==> src/rtl/risc_pkg.sv <==
// rtl/risc_pkg.sv - shared types and constants for the RISC core fetch stage
package risc_pkg;

    typedef enum logic [1:0] {
        BOOT   = 2'd0,
        RUN    = 2'd1,
        HALTED = 2'd2
    } fetch_state_t;

    localparam int             OPCODE_WIDTH        = 4;
    localparam logic [3:0]     HALT_OPCODE         = 4'hF;
    localparam int             DEFAULT_ADDR_WIDTH  = 16;
    localparam int             DEFAULT_INSTR_WIDTH = 32;

endpackage

==> src/rtl/instruction_fetch_if.sv <==
// rtl/instruction_fetch_if.sv - IF/ID valid/ready handshake between fetch and decode
interface instruction_fetch_if
    import risc_pkg::*;
#(
    parameter int ADDR_WIDTH  = DEFAULT_ADDR_WIDTH,
    parameter int INSTR_WIDTH = DEFAULT_INSTR_WIDTH
) ();

    logic                   out_valid;
    logic                   out_ready;
    logic [INSTR_WIDTH-1:0] out_instr;
    logic [ADDR_WIDTH-1:0]  out_pc;

    modport master (
        output out_valid,
        output out_instr,
        output out_pc,
        input  out_ready
    );

    modport slave (
        input  out_valid,
        input  out_instr,
        input  out_pc,
        output out_ready
    );

endinterface

==> src/rtl/instruction_fetch.sv <==
// rtl/instruction_fetch.sv - program counter, IF/ID register and fetch FSM
module instruction_fetch
    import risc_pkg::*;
#(
    parameter int                    ADDR_WIDTH  = DEFAULT_ADDR_WIDTH,
    parameter int                    INSTR_WIDTH = DEFAULT_INSTR_WIDTH,
    parameter logic [ADDR_WIDTH-1:0] RESET_PC    = '0,
    parameter int                    PC_STEP     = 1
) (
    input  logic                   clk,
    input  logic                   rst,
    output logic [ADDR_WIDTH-1:0]  imem_addr,
    input  logic [INSTR_WIDTH-1:0] imem_data,
    input  logic                   redirect_valid,
    input  logic [ADDR_WIDTH-1:0]  redirect_pc,
    output logic                   halted,
    instruction_fetch_if.master    dec
);

    fetch_state_t            state, state_next;
    logic [ADDR_WIDTH-1:0]   pc, pc_next;
    logic                    valid_next;
    logic [INSTR_WIDTH-1:0]  instr_next;
    logic [ADDR_WIDTH-1:0]   out_pc_next;
    logic                    load;
    logic [OPCODE_WIDTH-1:0] opcode;

    assign imem_addr = pc;
    assign halted    = (state == HALTED);
    assign opcode    = imem_data[INSTR_WIDTH-1 -: OPCODE_WIDTH];
    // out_ready only gates register updates, never out_valid directly
    assign load      = (state == RUN) && !redirect_valid && (!dec.out_valid || dec.out_ready);

    always_ff @(posedge clk) begin
        if (rst) begin
            state         <= BOOT;
            pc            <= RESET_PC;
            dec.out_valid <= 1'b0;
            dec.out_instr <= '0;
            dec.out_pc    <= '0;
        end else begin
            state         <= state_next;
            pc            <= pc_next;
            dec.out_valid <= valid_next;
            dec.out_instr <= instr_next;
            dec.out_pc    <= out_pc_next;
        end
    end

    always_comb begin
        state_next  = state;
        pc_next     = pc;
        valid_next  = dec.out_valid;
        instr_next  = dec.out_instr;
        out_pc_next = dec.out_pc;

        if (dec.out_valid && dec.out_ready) begin
            valid_next = 1'b0;
        end

        if (redirect_valid) begin
            // Flush whatever is held; first fetch from the target happens next cycle
            pc_next    = redirect_pc;
            valid_next = 1'b0;
            state_next = RUN;
        end else begin
            case (state)
                BOOT: state_next = RUN;
                RUN: begin
                    if (load) begin
                        instr_next  = imem_data;
                        out_pc_next = pc;
                        valid_next  = 1'b1;
                        if (opcode == HALT_OPCODE) begin
                            state_next = HALTED;
                        end else begin
                            pc_next = pc + ADDR_WIDTH'(PC_STEP);
                        end
                    end
                end
                HALTED:  state_next = HALTED;
                default: state_next = BOOT;
            endcase
        end
    end

endmodule

==> src/flat_wrapper.sv <==
// flat-port wrapper written by rule: the top's interface ports become plain ports
module instruction_fetch_flat import risc_pkg::*;
#(
    parameter int                    ADDR_WIDTH  = DEFAULT_ADDR_WIDTH,
    parameter int                    INSTR_WIDTH = DEFAULT_INSTR_WIDTH,
    parameter logic [ADDR_WIDTH-1:0] RESET_PC    = '0,
    parameter int                    PC_STEP     = 1
)
  (clk, rst, imem_addr, imem_data, redirect_valid, redirect_pc, halted, dec_out_valid, dec_out_instr, dec_out_pc, dec_out_ready);
  instruction_fetch_if #(.ADDR_WIDTH(ADDR_WIDTH), .INSTR_WIDTH(INSTR_WIDTH)) dec_i ();
  input  logic clk;
  input  logic rst;
  output logic [ADDR_WIDTH-1:0] imem_addr;
  input  logic [INSTR_WIDTH-1:0] imem_data;
  input  logic redirect_valid;
  input  logic [ADDR_WIDTH-1:0] redirect_pc;
  output logic halted;
  output wire logic [$bits(dec_i.out_valid)-1:0] dec_out_valid;
  output wire logic [$bits(dec_i.out_instr)-1:0] dec_out_instr;
  output wire logic [$bits(dec_i.out_pc)-1:0] dec_out_pc;
  input wire logic [$bits(dec_i.out_ready)-1:0] dec_out_ready;
  assign dec_out_valid = dec_i.out_valid;
  assign dec_out_instr = dec_i.out_instr;
  assign dec_out_pc = dec_i.out_pc;
  assign dec_i.out_ready = dec_out_ready;
  instruction_fetch #(.ADDR_WIDTH(ADDR_WIDTH), .INSTR_WIDTH(INSTR_WIDTH), .RESET_PC(RESET_PC), .PC_STEP(PC_STEP)) u_core (.clk(clk), .rst(rst), .imem_addr(imem_addr), .imem_data(imem_data), .redirect_valid(redirect_valid), .redirect_pc(redirect_pc), .halted(halted), .dec(dec_i));
endmodule
==> config.mk <==
export PLATFORM = sky130hd
export DESIGN_NAME = instruction_fetch_flat
export DESIGN_NICKNAME = d
export VERILOG_FILES = /design/src/rtl/risc_pkg.sv /design/src/rtl/instruction_fetch_if.sv /design/src/rtl/instruction_fetch.sv /design/src/flat_wrapper.sv
export SDC_FILE = /design/constraint.sdc
export NUM_CORES = 1
export LEC_CHECK = 0
export BUFFER_PORTS_ARGS = -buffer_cell sky130_fd_sc_hd__buf_2
export CORE_MARGIN = 3
export CORE_UTILIZATION = 51
export CTS_CLUSTER_SIZE = 16
export DETAILED_ROUTE_END_ITERATION = 16
export GPL_TIMING_DRIVEN = 0
export HOLD_SLACK_MARGIN = 0.08
export PLACE_DENSITY = 0.85
export SYNTH_ARGS = -nofsm -noshare
export SYNTH_HDL_FRONTEND = slang
export SYNTH_SLANG_ARGS = --single-unit
==> constraint.sdc <==
create_clock -name clk -period 4.1 [get_ports clk]
set_input_delay 0.41 -clock clk [delete_from_list [all_inputs] [get_ports clk]]
set_output_delay 0.41 -clock clk [all_outputs]
set_load 0.005 [all_outputs]
==> results.json <==
{
  "status": "finished, final reports clean",
  "tns_ps": 0,
  "ys_seq_area_frac": 0.484,
  "globalRouteOverflowTotal": 0,
  "synth_top_area_cell": "dfxtp_1",
  "arrival_ps": 2180,
  "cp.required_ps": 4350,
  "synth-edff-count": 0,
  "cts_tree": "done",
  "p_per_area_mw_per_mm2": 412,
  "synth_area_mm2": 0.00277,
  "ir_drop_mv": 0.274,
  "coreArea_mm2": 0.00517,
  "total_power_w": 0.00151,
  "ys_seq_elements": 67,
  "hold_class": "input port to register",
  "preCtsSetupSlack_ps": 2180,
  "comb_power_share": 0.119,
  "routedWlPerCell_um": 13.7,
  "setup_slack_ps": 2170,
  "syn_inst": 343,
  "synth_fp_nets": 399,
  "drive_gt1_frac": 0.296,
  "fin_hold_ws_ps": 312,
  "slew_headroom": 0.660,
  "final.period_utilization": 0.471,
  "die_w_um": 79.8,
  "dp_hpwl_um": 5530,
  "clock_latency_ps": 330,
  "drt-initial-drc-count": 150,
  "avgSynthCellArea_um2": 8.09,
  "p_int_w": 0.00114,
  "max_slew.worst_pin.slew_ps": 509,
  "gp_congestion": 0.782,
  "grt_pass1_wl_um": 11800,
  "cts_buffers": 9,
  "pwr-share-seq": 0.472,
  "cts_resized": 0,
  "dieHeight_um": 79.8,
  "cp-start-kind": "register",
  "n_fill_cell": 413,
  "async_reset_ff_frac": 0,
  "syn2layout_area_growth_pct": 32.5,
  "synth_common_cells": "102 x nand2_1, 67 x dfxtp_1, 50 x a21oi_1",
  "clock-sinks": 67,
  "dominantRegCellSynth": "dfxtp_1",
  "clkTransAtPathRegs_ps": 70,
  "nets": 527,
  "antenna_left": 0,
  "path_max_fanout": 10,
  "ys_types": 38,
  "initial_core_util": 0.536,
  "viasPerCell": 5.24,
  "design.die.area_mm2": 0.00636,
  "synth_most_common_cell": "nand2_1",
  "root_buffer": "clkbuf_8",
  "hold_buffers": 0,
  "routed_wl_um": 7500,
  "grt_pass1_vias": 2666,
  "switchingPower_w": 0.000374,
  "drc": 0,
  "rsz0062_at_grt": "false",
  "clkPwrFrac": 0.409,
  "synth.area.top_cells": "dfxtp_1 48%, nand2_1 14%, a21oi_1 9.0%, clkbuf_1 2.4%, xor2_1 1.9%",
  "netlist.area_leader.share": 0.484,
  "period_minus_slack_ps": 1930,
  "num_rows": 26,
  "sw_frac_of_total": 0.247,
  "finalSetupViolCount": 0,
  "crit_type": "register to register",
  "worstSetupEndpointType": "register",
  "clockBufferDepth": 2,
  "final_hold_viol_count": 0,
  "track_usage": 0.234,
  "drtPass1Iterations": 4,
  "slew_violations": 0,
  "diodes": 0,
  "pin_count": 118,
  "dr_total_vias": 2861,
  "antenna_found_initial": 0,
  "post_cts_buffers": 0,
  "io_buffers": 117,
  "yosysWarnings": 0,
  "drv_cap": 0,
  "grt_max_degree": 12,
  "htreeDepth": 3,
  "fin_skew_ps": 7.95,
  "max_freq_mhz": 518,
  "p_leak_nw": 1.60
}
-- stage by stage --
step                instances  cell area (µm²)  utilization
global placement          530             3450        0.666
detailed placement        530             3450        0.666
CTS                       546             3670        0.710
floorplan                 343             2770            -
global route              546             3670        0.710
finish                    546             3670        0.710
-- final timing paths --
kind	cells after the start	slack (ps)	start	to
setup / recovery	8	2170	u_core.state[1]	u_core.dec.out_instr[22]
hold / removal	3	310	imem_data[26]	u_core.dec.out_instr[26]
setup reg to reg	8	2170	u_core.state[1]	u_core.dec.out_instr[22]
hold reg to reg	2	450	u_core.dec.out_instr[26]	u_core.dec.out_instr[26]
-- registers in the layout, summed over array words and instances, names as in the netlist --
name                  count
u_core.dec.out_valid      1
u_core.imem_addr         16
u_core.state              2
u_core.dec.out_pc        16
u_core.dec.out_instr     32
-- power groups by stage --
stage	clock, W	combinational [W]	sequential, W
final	0.000618	0.000180	0.000714
after global routing	0.000656	0.000202	0.000718
after floorplan	0	0.0000942	0.000727
after detailed placement	0	0.000180	0.000728
after global placement	0	0.000175	0.000727
after CTS	0.000622	0.000181	0.000714
-- per-layer routing --
metal,GRT usage,up-vias,part of all wire
met5,0,-,0
met4,0.0845,0,0.0045
met3,0.0598,4,0.093
met2,0.385,131,0.47
met1,0.297,1285,0.43
li1,-,1441,-
-- kinds of logic after synthesis --
| group | synth area share |
|---|---|
| AOI/OAI and AO/OA | 0.170 |
| xor gates and xnor gates | 0.0189 |
| adders and majority gates | 0.0180 |
| buffers and inverters | 0.0451 |
| DFF | 0.484 |
| muxes | 0.0108 |
| and+or+nand+nor | 0.254 |
-- critical path, stage by stage (launching register included) --
cell and delay [ps]:
dfxtp_1 350, inv_1 60, ha_1 160, buf_2 180
nand3_1 180, buf_2 250, buf_1 380, nand2_1 110
a21oi_1 160
-- cells in the final DEF, fill, tap and decap left out, types with 3 or more instances in the layout --
cell | synthesis | routed
o31a_1 | 4 | 4
a21oi_1 | 50 | 50
o211ai_1 | 3 | 3
or4_1 | 4 | 4
clkbuf_8 | 0 | 11
clkbuf_1 | 18 | 19
buf_2 | 4 | 121
o31ai_1 | 3 | 3
nor4_1 | 3 | 3
a31oi_1 | 4 | 4
dfxtp_1 | 67 | 67
ha_1 | 4 | 4
a311oi_1 | 5 | 5
inv_1 | 4 | 4
nand4_1 | 8 | 8
o21ai_0 | 3 | 3
xor2_1 | 6 | 6
or3_1 | 3 | 3
nor2_1 | 11 | 11
nand3_1 | 6 | 6
nand2_1 | 102 | 102
a211oi_1 | 5 | 5
mux2i_1 | 3 | 3
-- final cells by class --
| class | count | area (µm²) | share of cell area |
|---|---|---|---|
| well taps | 70 | 87.6 | 0.0238 |
| plain buffers | 25 | 106 | 0.0289 |
| inverters | 5 | 18.8 | 0.00511 |
| clock inverters | 4 | 72.6 | 0.0197 |
| flip-flops and latches | 67 | 1340 | 0.365 |
| clock buffers | 12 | 155 | 0.0422 |
| multi-input cells | 246 | 1310 | 0.356 |
| repair buffers | 117 | 586 | 0.159 |
Note: power is estimated with default switching activity, not from simulation.
